## config.mk

```make
export PLATFORM = sky130hd
export DESIGN_NAME = dm_responder
export DESIGN_NICKNAME = d
export VERILOG_FILES = /design/src/rtl/dm_pkg.sv /design/src/rtl/dm_ram.sv /design/src/rtl/dm_responder.sv
export SDC_FILE = /design/constraint.sdc
export NUM_CORES = 2
export LEC_CHECK = 0
export ABC_CLOCK_PERIOD_IN_PS = 4600
export BUFFER_PORTS_ARGS = -buffer_cell sky130_fd_sc_hd__buf_2
export CAP_MARGIN = 20
export CELL_PAD_IN_SITES_DETAIL_PLACEMENT = 0
export CELL_PAD_IN_SITES_GLOBAL_PLACEMENT = 1
export CORE_ASPECT_RATIO = 0.9
export CORE_MARGIN = 2
export CORE_UTILIZATION = 51
export CTS_CLUSTER_DIAMETER = 200
export CTS_CLUSTER_SIZE = 14
export DETAILED_ROUTE_END_ITERATION = 8
export HOLD_SLACK_MARGIN = 0.02
export PLACE_DENSITY_LB_ADDON = 0.1
export SYNTH_ARGS = -nofsm -noshare
export SYNTH_HDL_FRONTEND = slang
export SYNTH_HIERARCHICAL = 1
export SYNTH_SLANG_ARGS = --single-unit
```

## constraint.sdc

```tcl
create_clock -name CLK -period 4.6 [get_ports CLK]
set_clock_uncertainty 0.05 [all_clocks]
set_input_delay 0.46 -clock CLK [delete_from_list [all_inputs] [get_ports CLK]]
set_output_delay 0.46 -clock CLK [all_outputs]
set_load 0.1 [all_outputs]
```

## src/rtl/dm_pkg.sv

```systemverilog
// Shared constants and FSM state encoding for the data-memory responder.
// Defaults match a 16-bit CPU with a 256-word data memory and two wait states.
// Imported by dm_responder and dm_ram.
package dm_pkg;
  localparam int DM_DATA_W   = 16;
  localparam int DM_ADDR_W   = 16;
  localparam int DM_DEPTH    = 256;
  localparam int DM_WAIT_CYC = 2;
  // Wait counter wide enough for the largest legal wait-state count (15)
  localparam int DM_CNT_W    = 4;

  typedef enum logic [1:0] {
    IDLE = 2'd0,
    WAIT = 2'd1,
    RESP = 2'd2
  } dm_state_t;
endpackage

```

## src/rtl/dm_ram.sv

```systemverilog
// Word storage: synchronous write, combinational read on one shared index.
// Read data follows the index within the same cycle; write lands at the clock edge.
// No flow control; the caller decides when a write is allowed.
module dm_ram
  import dm_pkg::*;
#(
  parameter int DATA_W = DM_DATA_W,
  parameter int DEPTH  = DM_DEPTH,
  parameter int IDX_W  = $clog2(DEPTH)
) (
  input  logic              i_clk,
  input  logic              i_we,
  input  logic [IDX_W-1:0]  i_idx,
  input  logic [DATA_W-1:0] i_wdata,
  output logic [DATA_W-1:0] o_rdata
);

  logic [DATA_W-1:0] r_mem [DEPTH];

  // Store path; contents are never cleared, so reset leaves memory intact
  always_ff @(posedge i_clk) begin
    if (i_we) begin
      r_mem[i_idx] <= i_wdata;
    end
  end

  assign o_rdata = r_mem[i_idx];

endmodule

```

## src/rtl/dm_responder.sv

```systemverilog
// Memory-side responder: accepts one CPU access, waits WAIT_CYC cycles, then acks.
// Latency WAIT_CYC+1 cycles from acceptance to the one-cycle ACK pulse.
// New requests are only taken in IDLE; REQ is ignored while an access is in flight.
module dm_responder
  import dm_pkg::*;
#(
  parameter int DATA_W   = DM_DATA_W,
  parameter int ADDR_W   = DM_ADDR_W,
  parameter int DEPTH    = DM_DEPTH,
  parameter int WAIT_CYC = DM_WAIT_CYC
) (
  input  logic              CLK,
  input  logic              START,
  input  logic              REQ,
  input  logic              WE,
  input  logic [ADDR_W-1:0] ADDR,
  input  logic [DATA_W-1:0] WDATA,
  output logic              ACK,
  output logic [DATA_W-1:0] RDATA,
  output logic              BUSY,
  output logic              ERR
);

  localparam int IDX_W = $clog2(DEPTH);
  // One extra bit so a DEPTH equal to 2**ADDR_W still compares correctly
  localparam logic [ADDR_W:0] LIM = (ADDR_W+1)'(DEPTH);

  dm_state_t           r_state;
  logic [DM_CNT_W-1:0] r_cnt;
  logic                r_we;
  logic [ADDR_W-1:0]   r_addr;
  logic [DATA_W-1:0]   r_wdata;
  logic                r_ack;
  logic                r_busy;
  logic                r_err;
  logic [DATA_W-1:0]   r_rdata;

  logic [ADDR_W-1:0]   w_addr;
  logic                w_oor;
  logic                w_wr;
  logic [DATA_W-1:0]   w_mem_rdata;
  logic [DATA_W-1:0]   w_load_dat;

  // In IDLE the live address is used so a zero-wait access can respond in the next cycle
  assign w_addr     = (r_state == IDLE) ? ADDR : r_addr;
  assign w_oor      = ({1'b0, w_addr} >= LIM);
  assign w_load_dat = w_oor ? '0 : w_mem_rdata;
  // Store commits at the edge ending RESP, unless out of range or aborted by reset
  assign w_wr       = (r_state == RESP) && r_we && !w_oor && !START;

  dm_ram #(
    .DATA_W (DATA_W),
    .DEPTH  (DEPTH),
    .IDX_W  (IDX_W)
  ) u_ram (
    .i_clk   (CLK),
    .i_we    (w_wr),
    .i_idx   (w_addr[IDX_W-1:0]),
    .i_wdata (r_wdata),
    .o_rdata (w_mem_rdata)
  );

  // Accept, count wait states, pulse ACK with registered ERR/RDATA, return to IDLE
  always_ff @(posedge CLK) begin
    if (START) begin
      r_state <= IDLE;
      r_cnt   <= '0;
      r_ack   <= 1'b0;
      r_busy  <= 1'b0;
      r_err   <= 1'b0;
      r_rdata <= '0;
    end else begin
      case (r_state)
        IDLE: begin
          r_ack <= 1'b0;
          r_err <= 1'b0;
          if (REQ) begin
            r_we    <= WE;
            r_addr  <= ADDR;
            r_wdata <= WDATA;
            r_cnt   <= DM_CNT_W'(WAIT_CYC);
            r_busy  <= 1'b1;
            if (WAIT_CYC == 0) begin
              r_state <= RESP;
              r_ack   <= 1'b1;
              r_err   <= w_oor;
              if (!WE) r_rdata <= w_load_dat;
            end else begin
              r_state <= WAIT;
            end
          end
        end
        WAIT: begin
          r_cnt <= r_cnt - 1'b1;
          if (r_cnt == DM_CNT_W'(1)) begin
            r_state <= RESP;
            r_ack   <= 1'b1;
            r_err   <= w_oor;
            if (!r_we) r_rdata <= w_load_dat;
          end
        end
        RESP: begin
          r_state <= IDLE;
          r_ack   <= 1'b0;
          r_err   <= 1'b0;
          r_busy  <= 1'b0;
        end
        default: r_state <= IDLE;
      endcase
    end
  end

  assign ACK   = r_ack;
  assign BUSY  = r_busy;
  assign ERR   = r_err;
  assign RDATA = r_rdata;

endmodule

```

==> reports/results.ini <==
[synth]
ys_seq_elements=4154
synth-async-reset-ratio_pct=0
synth_area_um2=157000
synth_top_family_by_area=multiplexers
synth_xor_area_share_pct=0
synth-edff-count=4129
synthMuxAreaShare_pct=14.7
synth.area.top_cells=edfxtp_1, mux4_2, a22oi_1
synthSimpleGateAreaFrac_pct=1.10
synth_fa_ha_area_share_pct=0.0159
ys_types=45
syn-instance-count=6874
ys_seq_area_share_pct=79.1
synth.avg_cell_area_um2=22.9
synth_compound_area_share_pct=3.79
yosysWarnings=6
yosysTopAreaCell=edfxtp_1
netlist.area_leader.share_pct=78.8
ys.flop_type=edfxtp_1
syn-num-nets=6912

[cts]
post_cts.repair.setup_buffers=0
clock_sinks=4154
insertion_delay_ns=0.92
cts_tree=done
cts_made_buffers=334
clkSlewWorstSetupHoldPaths_ns=0.07
clockBufferDepth=4
htreeDepth=5
root_buffer=clkbuf_16

[layout]
fin_cells=11757
final_core_util_pct=57.7
area_delta_synth_final_pct=12.6
drive_gt1_share_pct=30.0
final_nets=7616
mostFrequentLayoutCells=edfxtp_1, mux4_2, buf_4
layout_commonest_cell=edfxtp_1

[power_and_ir_drop]
cellPowerDensity_nw_per_um2=413
ir_worst_vdd_v=0.000327
leakage_nw=54.5
power_mw=73.3

[global_route]
grt_pass1_wl_um=586000
grt_overflow=0
grt_antenna_before_repair=16
grt_max_degree=161
grt_pass1_vias=75410
grt_usage_pct=26.7

[place]
placedCellCount=11303
place_hpwl_um=253000
dpl_worst_slack_ns=-0.0557
place_congestion=0.823
port_buffers=54

[sta]
finalHoldViolCount=0
tightest_slew_ns=1.22
drv_slew=0
fmax_ghz=0.221
period_share_pct=98.2
report.final.setup_viol=0
hold_ws_ns=0.0934
slew_headroom_pct=18.6
setup_ws_ns=0.0809
period_minus_slack_ns=4.52
rsz0062_at_grt=false

[floorplan]
ios=55
chipHeight_um=531
die_area_um2=313000
die_w_um=590
num_rows=193
core_area_um2=307000
start_util_pct=51.2

[outcome]
status=finished clean

[critical_path]
crit_fanout=29
cp-start-kind=register
crit_path_max_incr_delay_ns=0.66
r2r_start=r_state[0]
reg2regPathDepth=13
timing.critical_path.mode_cell=buf_4
r2r_setup_slack_ns=0.08
crit_arrival_ns=5.24
critPathRequiredTime_ns=5.32
path_cells=nor2_2, mux2_8, buf_12, buf_4, buf_4, mux4_2, a22oi_1, a21oi_1, o41ai_4, buf_4, nand4_1, inv_1, o32ai_1
crit_slowest_cell=o41ai_4
r2r_end=RDATA[4]
worstSetupPathType=reg -> reg
endpoint_kind=register

[run]
maxCapViolCount=0

[route]
route.detailed.drc=0
drt_iter0_drc=9276
routed_wl_um=417000
via_count=75671
firstDrtPassIters=5
drt-vias-per-instance=6.44
wl_per_cell_um=35.5
ant_nets=0

[worst_hold_path]
worstHoldStart=START
hold_path_depth=3
hold_class=in -> reg
min_to=r_cnt[2]

## worst max path at each step
| stage | startpoint | endpoint | cells past startpoint |
|---|---|---|---|
| after floorplan | r_wdata[0] | u_ram/r_mem[0][0] | 0 |
| after global placement | r_state[0] | RDATA[4] | 13 |
| after detailed placement | r_state[0] | RDATA[2] | 14 |
| after CTS | r_state[0] | RDATA[7] | 12 |
| after global routing | r_state[0] | RDATA[7] | 12 |
| final | r_state[0] | RDATA[4] | 13 |
## report_power, final
group          internal, mW  switching [mW]  leakage (nW)
clock                  13.5            12.6          4.41
combinational          2.27            3.46          12.8
sequential             41.4          0.0264          37.3
## Yosys cell counts, types with 14 or more instances
| cell type | instances |
|---|---|
| inv_1 | 20 |
| mux4_2 | 1024 |
| nor2_1 | 234 |
| o41ai_1 | 64 |
| dfxtp_1 | 25 |
| buf_6 | 27 |
| buf_4 | 17 |
| nand2b_1 | 23 |
| nand3_1 | 14 |
| nor3_1 | 32 |
| buf_2 | 77 |
| clkbuf_1 | 252 |
| a22oi_1 | 512 |
| edfxtp_1 | 4129 |
| nand2_1 | 30 |
| buf_1 | 55 |
| a21oi_1 | 258 |
| nand4_1 | 16 |
## cell type report
class                      instances  area (um^2)
clock inverter                    12          153
sequential                      4154       124000
fill                           22323       130000
tap                             4095         5120
antenna                           12         30.0
timing repair buffer             796         7040
clock buffer                     396         8870
multi-input combinational       2272        31400
inverter                          20         75.1
## cells by family (layout without fill, tap and decap cells)
family	count (synthesis)	in the layout
compound gates	858	858
fa+ha+maj	2	2
buf+inv	448	1224
flops	4154	4154
mux	1033	1033
other cells	0	12
simple gates	379	379
## routing by layer
metal  vias up  GRT usage, %  routed length, um
li1      30745             -                  -
met1     41418          39.7             177000
met3       497          4.42              31600
met4         6          7.46              12500
met5         -             0                 36
met2      3005          41.4             196000
## through the flow
step                cell area (um^2)  TNS [ns]
finish                        177000         0
global route                  177000         0
CTS                           177000         0
detailed placement            168000   -0.0912
global placement              168000    -0.773
floorplan                     157000         0
## registers in the layout (all words and copies together) (netlist names), 2 cells and up
signal / count
u_ram/r_mem: 4096
RDATA: 16
r_addr: 16
r_wdata: 16
r_cnt: 4
r_state: 2
## what timing repair did
action,4_1_cts,5_1_grt
hold buffers,34,0
hold endpoints to repair,46,0
endpoints found under the setup margin,2,0
resized for setup,2,0
## worst max-delay path, delay by kind of cell, from the launching register on
kind / cells / cell delay, ns
mux: 2 / 0.92
buf+inv: 5 / 1.29
flops: 1 / 0.32
compound gates: 4 / 1.35
simple gates: 2 / 0.33
No activity file was read; power rests on OpenSTA's default activity.
